File: config.mk
export PLATFORM = sky130hd
export DESIGN_NAME = counter_pwm_gen
export DESIGN_NICKNAME = d
export VERILOG_FILES = /design/src/rtl/counter_pwm_gen_pkg.sv /design/src/rtl/counter_pwm_gen_count_seq_check.sv /design/src/rtl/counter_pwm_gen.sv
export SDC_FILE = /design/constraint.sdc
export NUM_CORES = 1
export LEC_CHECK = 0
export BUFFER_PORTS_ARGS = -buffer_cell sky130_fd_sc_hd__buf_2
export CAP_MARGIN = 20
export CORE_MARGIN = 2
export CORE_UTILIZATION = 55
export CTS_CLUSTER_SIZE = 40
export DETAILED_ROUTE_END_ITERATION = 16
export HOLD_SLACK_MARGIN = 0.15
export PLACE_DENSITY = 0.87
export RECOVER_POWER = 100
export SLEW_MARGIN = 20
export SYNTH_ARGS = -nofsm -noshare
export SYNTH_HDL_FRONTEND = slang
export SYNTH_SLANG_ARGS = --single-unit
File: constraint.sdc
create_clock -name clk -period 7.25 [get_ports clk]
set_clock_uncertainty 0.2 [all_clocks]
set_input_delay 0.3625 -clock clk [delete_from_list [all_inputs] [get_ports clk]]
set_output_delay 0.3625 -clock clk [all_outputs]
set_load 0.02 [all_outputs]
File: src/rtl/counter_pwm_gen_pkg.sv
// Shared definitions for the counter-driven PWM generator.
//   WIDTH_DEFAULT : default width of the incoming count
//   state_t       : duty-buffer state (IDLE / RUN / RUN_PEND)
package counter_pwm_gen_pkg;

  localparam int WIDTH_DEFAULT = 4;

  typedef enum logic [1:0] {
    ST_IDLE     = 2'd0,
    ST_RUN      = 2'd1,
    ST_RUN_PEND = 2'd2
  } state_t;

endpackage

File: src/rtl/counter_pwm_gen_count_seq_check.sv
// Watches the free-running count: keeps the previous value, flags the wrap
// to zero (period boundary) and raises a sticky error on any discontinuity.
// Ports:
//   i_clk, i_reset  : clock, synchronous active-high reset
//   i_counter       : count value from the upstream up counter
//   o_boundary      : combinational, count wrapped to 0 this cycle
//   o_counter_q     : previous cycle's count
//   o_seq_error     : sticky, cleared only by reset
module count_seq_check
  import counter_pwm_gen_pkg::*;
#(
  parameter int WIDTH = WIDTH_DEFAULT
) (
  input  logic             i_clk,
  input  logic             i_reset,
  input  logic [WIDTH-1:0] i_counter,
  output logic             o_boundary,
  output logic [WIDTH-1:0] o_counter_q,
  output logic             o_seq_error
);

  logic [WIDTH-1:0] r_counter_q;
  logic             r_seq_error;
  logic [WIDTH-1:0] w_counter_inc;
  logic             w_jump;

  // Natural WIDTH-bit wrap makes MAX -> 0 a legal step.
  assign w_counter_inc = r_counter_q + {{(WIDTH-1){1'b0}}, 1'b1};
  // A hold is legal; only a value that is neither the same nor +1 is a jump.
  assign w_jump        = (i_counter != r_counter_q) && (i_counter != w_counter_inc);
  // Holding at zero after a wrap must not re-trigger the boundary.
  assign o_boundary    = (i_counter == '0) && (r_counter_q != '0);

  always_ff @(posedge i_clk) begin
    if (i_reset) begin
      r_counter_q <= '0;
      r_seq_error <= 1'b0;
    end else begin
      r_counter_q <= i_counter;
      if (w_jump) r_seq_error <= 1'b1;
    end
  end

  assign o_counter_q = r_counter_q;
  assign o_seq_error = r_seq_error;

endmodule

File: src/rtl/counter_pwm_gen.sv
// Registered PWM generator driven by an external up counter. Duty values
// arrive over valid/ready into a shadow register and are promoted to the
// active duty only at a counter wrap, so a period is never glitched.
// Ports:
//   clk, reset    : clock, synchronous active-high reset
//   counter       : WIDTH-bit count from the upstream up counter
//   duty_in       : requested high time in counts (0..2^WIDTH, larger clamps)
//   duty_valid    : duty_in offered
//   duty_ready    : shadow free (combinational from state)
//   pwm_out       : registered PWM waveform
//   period_start  : registered one-cycle pulse after a wrap
//   active_duty   : duty currently applied
//   seq_error     : sticky count-discontinuity flag
module counter_pwm_gen
  import counter_pwm_gen_pkg::*;
#(
  parameter int WIDTH = WIDTH_DEFAULT
) (
  input  logic             clk,
  input  logic             reset,
  input  logic [WIDTH-1:0] counter,
  input  logic [WIDTH:0]   duty_in,
  input  logic             duty_valid,
  output logic             duty_ready,
  output logic             pwm_out,
  output logic             period_start,
  output logic [WIDTH:0]   active_duty,
  output logic             seq_error
);

  localparam logic [WIDTH:0] DUTY_FULL = {1'b1, {WIDTH{1'b0}}};

  // Saturate a requested duty to the full period.
  function automatic logic [WIDTH:0] sat_duty(input logic [WIDTH:0] d);
    return (d > DUTY_FULL) ? DUTY_FULL : d;
  endfunction

  state_t           r_state;
  state_t           w_state_nxt;
  logic [WIDTH:0]   r_shadow;
  logic [WIDTH:0]   r_active_duty;
  logic             r_pwm;
  logic             r_period_start;
  logic [WIDTH:0]   w_eff_duty;
  logic [WIDTH-1:0] w_counter_q;
  logic             w_boundary;
  logic             w_ready;
  logic             w_transfer;
  logic             w_promote;
  logic             w_enable;

  count_seq_check #(.WIDTH(WIDTH)) u_seq (
    .i_clk       (clk),
    .i_reset     (reset),
    .i_counter   (counter),
    .o_boundary  (w_boundary),
    .o_counter_q (w_counter_q),
    .o_seq_error (seq_error)
  );

  assign w_ready    = (r_state != ST_RUN_PEND);
  assign w_transfer = duty_valid && w_ready;
  assign w_promote  = (r_state == ST_RUN_PEND) && w_boundary;
  // The freshly promoted duty already governs the wrap cycle itself.
  assign w_eff_duty = w_promote ? r_shadow : r_active_duty;
  // RUN_PEND entered from IDLE still has active duty 0, so pwm stays low
  // until the first promotion without needing a separate state.
  assign w_enable   = (r_state != ST_IDLE) || w_promote;

  always_comb begin
    w_state_nxt = r_state;
    case (r_state)
      ST_IDLE:     if (w_transfer) w_state_nxt = ST_RUN_PEND;
      ST_RUN:      if (w_transfer) w_state_nxt = ST_RUN_PEND;
      ST_RUN_PEND: if (w_boundary) w_state_nxt = ST_RUN;
      default:     w_state_nxt = ST_IDLE;
    endcase
  end

  always_ff @(posedge clk) begin
    if (reset) r_state <= ST_IDLE;
    else       r_state <= w_state_nxt;
  end

  // Output register stage: one cycle from counter to pwm_out.
  always_ff @(posedge clk) begin
    if (reset) begin
      r_shadow       <= '0;
      r_active_duty  <= '0;
      r_pwm          <= 1'b0;
      r_period_start <= 1'b0;
    end else begin
      if (w_transfer) r_shadow      <= sat_duty(duty_in);
      if (w_promote)  r_active_duty <= r_shadow;
      r_pwm          <= w_enable && ({1'b0, counter} < w_eff_duty);
      r_period_start <= w_boundary && w_enable;
    end
  end

  // A boundary is only ever a step from a non-zero count onto zero.
  a_boundary_wrap: assert property (@(posedge clk) disable iff (reset)
    w_boundary |-> ((w_counter_q != '0) && (counter == '0)));

  assign duty_ready   = w_ready;
  assign pwm_out      = r_pwm;
  assign period_start = r_period_start;
  assign active_duty  = r_active_duty;

endmodule

==> results of run 1 <==
-- metal layers --
layer	up-vias	share of wire (%)	track usage, %
met4	0	2.6	14.12
met5	-	0	0
met2	21	51	37.43
li1	397	-	-
met3	5	4.7	3.600
met1	353	41	23.06
-- cells in the final DEF, fill, tap and decap left out, drive strengths merged, types with 2 or more instances in the layout --
master	Yosys	routed
a211o	2	2
nand4b	4	4
o21ai	2	2
buf	2	9
dfxtp	19	19
xor2	3	3
xnor2	4	4
nor2b	3	3
ha	5	5
a21oi	7	7
mux2i	5	5
nor3	2	2
inv	5	5
nor2	11	11
dlygate4sd3	0	5
nand2	7	7
clkbuf	3	14
-- final cells by class --
type	instances	share of cell area, %
clock inverters	1	0.4678
repair buffers	25	12.75
flip-flops and latches	19	35.56
clock buffers	3	2.105
inverters	5	1.754
well taps	16	1.871
multi-input cells	70	45.50
-- path summary, 6_finish.rpt --
| check | startpoint | end | slack (ns) | cells after the start |
|---|---|---|---|---|
| worst max-delay path | counter[3] | pwm_out | 3.62 | 9 |
| worst min register to register | r_shadow[4] | r_shadow[4] | 0.27 | 2 |
| worst max register to register | u_seq.o_counter_q[0] | pwm_out | 4.19 | 9 |
| worst min-delay path | duty_in[4] | r_shadow[4] | 0.16 | 3 |
-- power by group through the flow --
stage | Clock [mW] | Combinational [mW] | Sequential [mW]
final | 0.0528 | 0.0292 | 0.111
after global routing | 0.0587 | 0.0326 | 0.112
after CTS | 0.0546 | 0.0302 | 0.111
after detailed placement | 0 | 0.0285 | 0.113
after global placement | 0 | 0.0272 | 0.113
after floorplan | 0 | 0.0190 | 0.114
-- registers in the layout, summed over array words and instances, names as in the netlist --
register and count:
u_seq.o_counter_q 4, pwm_out 1, r_shadow 5, period_start 1
r_state 2, u_seq.o_seq_error 1, active_duty 5
-- kinds of logic (layout without fill, tap and decap cells) --
group | Yosys count | after routing | synth area share (%)
buffers and inverters | 10 | 34 | 4.336
multiplexers | 5 | 5 | 5.420
flip-flops | 19 | 19 | 41.19
AO/OA/AOI/OAI | 20 | 20 | 15.45
adder cells (fa/ha/maj) | 5 | 5 | 6.775
XOR/XNOR | 7 | 7 | 6.640
AND/OR/NAND/NOR | 33 | 33 | 20.19
-- stage by stage --
| stage | setup WS (ns) | cells | hold WS (ns) |
|---|---|---|---|
| global route | 3.397 | 139 | 0.1556 |
| detailed placement | 4.285 | 130 | 0.2569 |
| floorplan | 4.550 | 99 | 0.2316 |
| finish | 3.625 | 139 | 0.1572 |
| global placement | 4.322 | 130 | 0.2446 |
| CTS | 4.524 | 138 | 0.1518 |
-- tightest hold or removal path: cells and delay by family --
| family | cells | cell delay (ns) |
|---|---|---|
| AOI/OAI and AO/OA | 1 | 0.06 |
| and+or+nand+nor | 1 | 0.07 |
| buffers and inverters | 1 | 0.12 |
==> implementation parameters, run 1 <==
Parameter                              Value

Outcome
  Outcome    completed

Cells and area
  Final core area utilization    69.40%
  Sequential cell area in the final layout    380.4 um2
  Area of the multi-input gates    486.7 um2
  Signed area change from the synthesized netlist to the final layout    15.85%
  Nets@finish    141
  Count of filler cells inserted in the layout    127
  Proportion of layout cells with a drive suffix above 1    10.57%
  Antenna fix cells    0
  Finished layout cell area    1070 um2

Power
  Total net switching power    0.05151 mW
  Worst vdd rail ir drop    138.2 uV
  Internal power contribution    0.1415 mW
  Proportion of power drawn by flip-flops and latches    57.5%
  Switching part of the total power    26.69%
  Leakage    0.4080 nW
  Pwr Density    180.4 nW/um2
  Total power    0.1930 mW
  Comb pwr share    15.1%
  Share of total power in the clock network    27.4%

Global route
  Initial antenna violation count    0
  Via count of the first global-routing pass    719
  Overflow left after global routing    0
  First-pass GRT wire length    2980 um
  Maximum number of pins on one net before global-route repair    19
  All-layer global routing usage    21.26%

Synth
  Post-synth net total    116
  Number of flops mapped to enable cells by yosys    0
  Synth warn    0
  Dominant cell by count in the synthesized netlist    sky130_fd_sc_hd__dfxtp_1
  Cell type with the largest total area after synthesis    sky130_fd_sc_hd__dfxtp_1
  Proportion of synthesized chip area in sequential cells    41.19%
  Share of synthesized registers carrying an async set or reset    0%
  Count of distinct cell types in the synthesized netlist    32
  Most instantiated flip-flop cell in the synthesis netlist    sky130_fd_sc_hd__dfxtp_1
  Number of flip-flops and latches in the synthesized netlist    19
  Synthesized cell area    923.4 um2
  Synth Area per Inst    9.327 um2
  Most used standard cells in the synthesized netlist    sky130_fd_sc_hd__dfxtp_1 (19), sky130_fd_sc_hd__nor2_1 (11), sky130_fd_sc_hd__a21oi_1 (7), sky130_fd_sc_hd__nand2_1 (7)
  Number of instances in the synthesized netlist    99
  Portion of synthesized cell area occupied by the leading cell type    41.19%
  Top cells by area in the synthesized netlist    sky130_fd_sc_hd__dfxtp_1 (41%), sky130_fd_sc_hd__ha_1 (6.8%), sky130_fd_sc_hd__mux2i_1 (5.4%), sky130_fd_sc_hd__nor2_1 (4.5%), sky130_fd_sc_hd__a21oi_1 (3.8%)

CTS
  Cell at the root of the clock tree    sky130_fd_sc_hd__clkbuf_4
  Clock input transition at the sequential cells of the worst setup and hold paths    0.10 ns
  CTS H-tree lvls    1
  CTS tree    done
  Worst skew pair latency    0.30 ns
  Cts repair resizes    0
  CTS max path bufs    2
  Count of hold-fix buffers inserted at cts    4
  CTS Buf Count    3
  Clock net sink count    19
  Buffers inserted during post-CTS setup optimization    0

Route
  Total via count after detailed routing    776
  Wire length after detailed routing    1775 um
  Remaining number of nets flagged by the antenna check after routing    0
  First-pass detailed-route iteration total    4
  Final routed wire length divided by cell count    12.77 um
  Ratio of routed vias to standard cells    5.583
  Number of remaining DRC errors    0
  Number of violations reported at the end of detailed-routing iteration 0    9

Placed design
  Count of input and output buffers    20
  Placed Instance Area    1022 um2
  Detailed placement HPWL    1411 um
  Final GP Congestion    0.7879

Floorplanning
  Placeable core area    1541 um2
  Die ar.    2023 um2
  Die Span X    44.98 um
  Die height    44.98 um
  Top-level port count    21
  Row cnt    14
  Initial standard-cell utilization of the core    59.90%

Worst setup path
  Data arrival time of the critical path    3.66 ns
  Crit path max-delay cell type    sky130_fd_sc_hd__nor3_1
  Critical-path maximum fanout    6
  Buf+Inv Stages, Crit Path    2
  Ordered cell list for the critical path    dlygate4sd3_1 > clkbuf_1 > or4_1 > nor3_1 > mux2i_1 > ha_1 > a211o_1 > a211o_1 > o211ai_1
  Slowest cell delay on critical path    0.78 ns
  Gate family responsible for the most delay along the worst path    simple AND/OR/NAND/NOR gates
  Startpoint type of the worst setup path    input port
  Crit path required time    7.28 ns
  Setup Crit Path Kind    in -> reg
  Cell occurring most often along the worst timing path    sky130_fd_sc_hd__a211o_1
  Crit end category    flip-flop

Timing
  Worst Tran Pin Value    0.9135 ns
  Hold Fails Final Rpt    0
  Setup repair after global routing missed its margin    false
  Final Slew Violations    0
  Finish-stage setup viols    0
  Final cycle utilization of the critical path    50.00%
  Post-layout min period    3.625 ns
  Max-Slew Margin vs Limit    38.63%
  Fmax    0.2759 GHz
  TNS Setup    0 ns

Worst hold path
  Hold Crit Class    in -> reg

Job
  Max-cap violations    0
Note: power is estimated with default switching activity, not from simulation.
==> run 2, diff against run 1 <==
--- a/config.mk
+++ b/config.mk
@@ -8,11 +8,11 @@
 export BUFFER_PORTS_ARGS = -buffer_cell sky130_fd_sc_hd__buf_2
 export CAP_MARGIN = 20
 export CORE_MARGIN = 2
-export CORE_UTILIZATION = 55
+export CORE_UTILIZATION = 51
 export CTS_CLUSTER_SIZE = 40
 export DETAILED_ROUTE_END_ITERATION = 16
 export HOLD_SLACK_MARGIN = 0.15
-export PLACE_DENSITY = 0.87
+export PLACE_DENSITY = 0.82
 export RECOVER_POWER = 100
 export SLEW_MARGIN = 20
 export SYNTH_ARGS = -nofsm -noshare
==> constraint.sdc (replaced) <==
create_clock -name clk -period 3.62 [get_ports clk]
set_clock_uncertainty 0.2 [all_clocks]
set_input_delay 0.181 -clock clk [delete_from_list [all_inputs] [get_ports clk]]
set_output_delay 0.181 -clock clk [all_outputs]
set_load 0.02 [all_outputs]
==> run 2 against run 1 <==
First-iteration DRC count rose by 22%. Cell area rose by 22%. Sequential power rose by 100%.
==> implementation parameters, run 2 (synthesis gave the netlist of run 1 again) <==
Parameter                              Value

Global route
  Initial antenna violation count    0
  All-layer global routing usage    23.58%
  Maximum number of pins on one net before global-route repair    19
  Via count of the first global-routing pass    886
  Overflow left after global routing    0
  First-pass GRT wire length    3491 um

Route
  Number of remaining DRC errors    0
  First-pass detailed-route iteration total    4
  Number of violations reported at the end of detailed-routing iteration 0    11
  Ratio of routed vias to standard cells    5.189
  Remaining number of nets flagged by the antenna check after routing    0
  Final routed wire length divided by cell count    12.83 um
  Total via count after detailed routing    877
  Wire length after detailed routing    2169 um

CTS
  CTS Buf Count    3
  Clock net sink count    19
  Buffers inserted during post-CTS setup optimization    0
  CTS max path bufs    2
  Cell at the root of the clock tree    sky130_fd_sc_hd__clkbuf_4
  CTS tree    done
  Worst skew pair latency    0.30 ns
  CTS H-tree lvls    1
  Clock input transition at the sequential cells of the worst setup and hold paths    0.10 ns

Cells and area
  Most frequent cells in the layout    sky130_fd_sc_hd__dlygate4sd3_1 (26), sky130_fd_sc_hd__dfxtp_1 (19), sky130_fd_sc_hd__nor2_1 (11), sky130_fd_sc_hd__clkbuf_1 (11), sky130_fd_sc_hd__buf_2 (9)
  Finished layout cell area    1303 um2
  Signed area change from the synthesized netlist to the final layout    41.06%
  Commonest non-fill, non-tap cell in the layout    sky130_fd_sc_hd__dlygate4sd3_1
  Sequential cell area in the final layout    380.4 um2
  Antenna fix cells    0
  Proportion of layout cells with a drive suffix above 1    9.722%
  Nets@finish    162
  Area of the multi-input gates    498.0 um2
  Count of filler cells inserted in the layout    131

Outcome
  Outcome    completed

Worst setup path
  Crit path required time    3.65 ns
  Setup Crit Path Kind    in -> reg
  Startpoint type of the worst setup path    input port
  Crit end category    flip-flop
  Critical-path maximum fanout    6
  Data arrival time of the critical path    3.13 ns

Timing
  Finish-stage setup viols    0
  Fmax    0.3230 GHz
  Max-Slew Margin vs Limit    48.70%
  Final Slew Violations    0
  Final cycle utilization of the critical path    85.52%
  Worst hold slack across all endpoints    0.3389 ns
  Setup repair after global routing missed its margin    false
  TNS Setup    0 ns
  Worst Tran Pin Value    0.7695 ns
  Post-route setup slack    0.5241 ns
  Hold Fails Final Rpt    0
  Post-layout min period    3.096 ns

Floorplanning
  Die ar.    2167 um2
  Initial standard-cell utilization of the core    54.07%
  Row cnt    15
  Placeable core area    1708 um2
  Die height    46.55 um
  Die Span X    46.55 um
  Top-level port count    21

Power
  Total power    0.4056 mW
  Pwr Density    311.4 nW/um2
  Leakage    0.5094 nW
  Worst vdd rail ir drop    257.7 uV

Job
  Max-cap violations    0

Worst hold path
  Hold Crit Class    reg -> reg

Placed design
  Placed Instance Area    1033 um2
  Final GP Congestion    0.7142
  Count of input and output buffers    20
  Place WS    0.7812 ns
  Detailed placement HPWL    1521 um
-- run 2: critical path: stages --
cell                            delay, ns
sky130_fd_sc_hd__dlygate4sd3_1       0.53
sky130_fd_sc_hd__clkbuf_1            0.16
sky130_fd_sc_hd__or4_1               0.66
sky130_fd_sc_hd__nor3_4              0.37
sky130_fd_sc_hd__mux2i_1             0.31
sky130_fd_sc_hd__ha_1                0.30
sky130_fd_sc_hd__a211o_1             0.26
sky130_fd_sc_hd__a211o_1             0.27
sky130_fd_sc_hd__o211ai_1            0.08
-- run 2: final cells by class --
class / count / share of cell area (%)
Clock buffer: 3 / 1.729
Multi-Input combinational cell: 70 / 38.23
Tap cell: 25 / 2.402
Sequential cell: 19 / 29.20
Timing Repair Buffer: 46 / 26.61
Clock inverter: 1 / 0.3842
Inverter: 5 / 1.441
-- run 2: worst paths after layout --
check                       startpoint        endpoint  slack (ns)  cells after the start
hold reg to reg         active_duty[4]  active_duty[4]        0.34                      2
hold / removal          active_duty[4]  active_duty[4]        0.34                      2
setup / recovery            counter[3]         pwm_out        0.52                      9
setup reg to reg  u_seq.o_counter_q[0]         pwm_out        0.82                      9
-- run 2: timing repair --
action,4_1_cts,5_1_grt
endpoints found under the setup margin,0,0
resized for setup,0,0
hold buffers,26,0
endpoints found under the hold margin,16,0
-- run 2: per-layer routing --
metal,vias up,global-route usage [%],wire (um)
met2,21,48.06,1201
met1,410,21.80,853
met5,-,0,0
met3,5,3.137,66
li1,441,-,-
met4,0,12.00,48
-- run 2: power by group --
group | total [mW] | switching, mW | internal, mW
Clock | 0.106 | 0.0648 | 0.0413
Combinational | 0.0770 | 0.0372 | 0.0398
Sequential | 0.223 | 0.00616 | 0.216
-- run 2: per-stage QoR --
step	util [%]	std cells
after global routing	76.26	169
after detailed placement	60.51	139
final	76.26	169
after global placement	60.51	139
after CTS	77.36	169
after floorplan	-	99
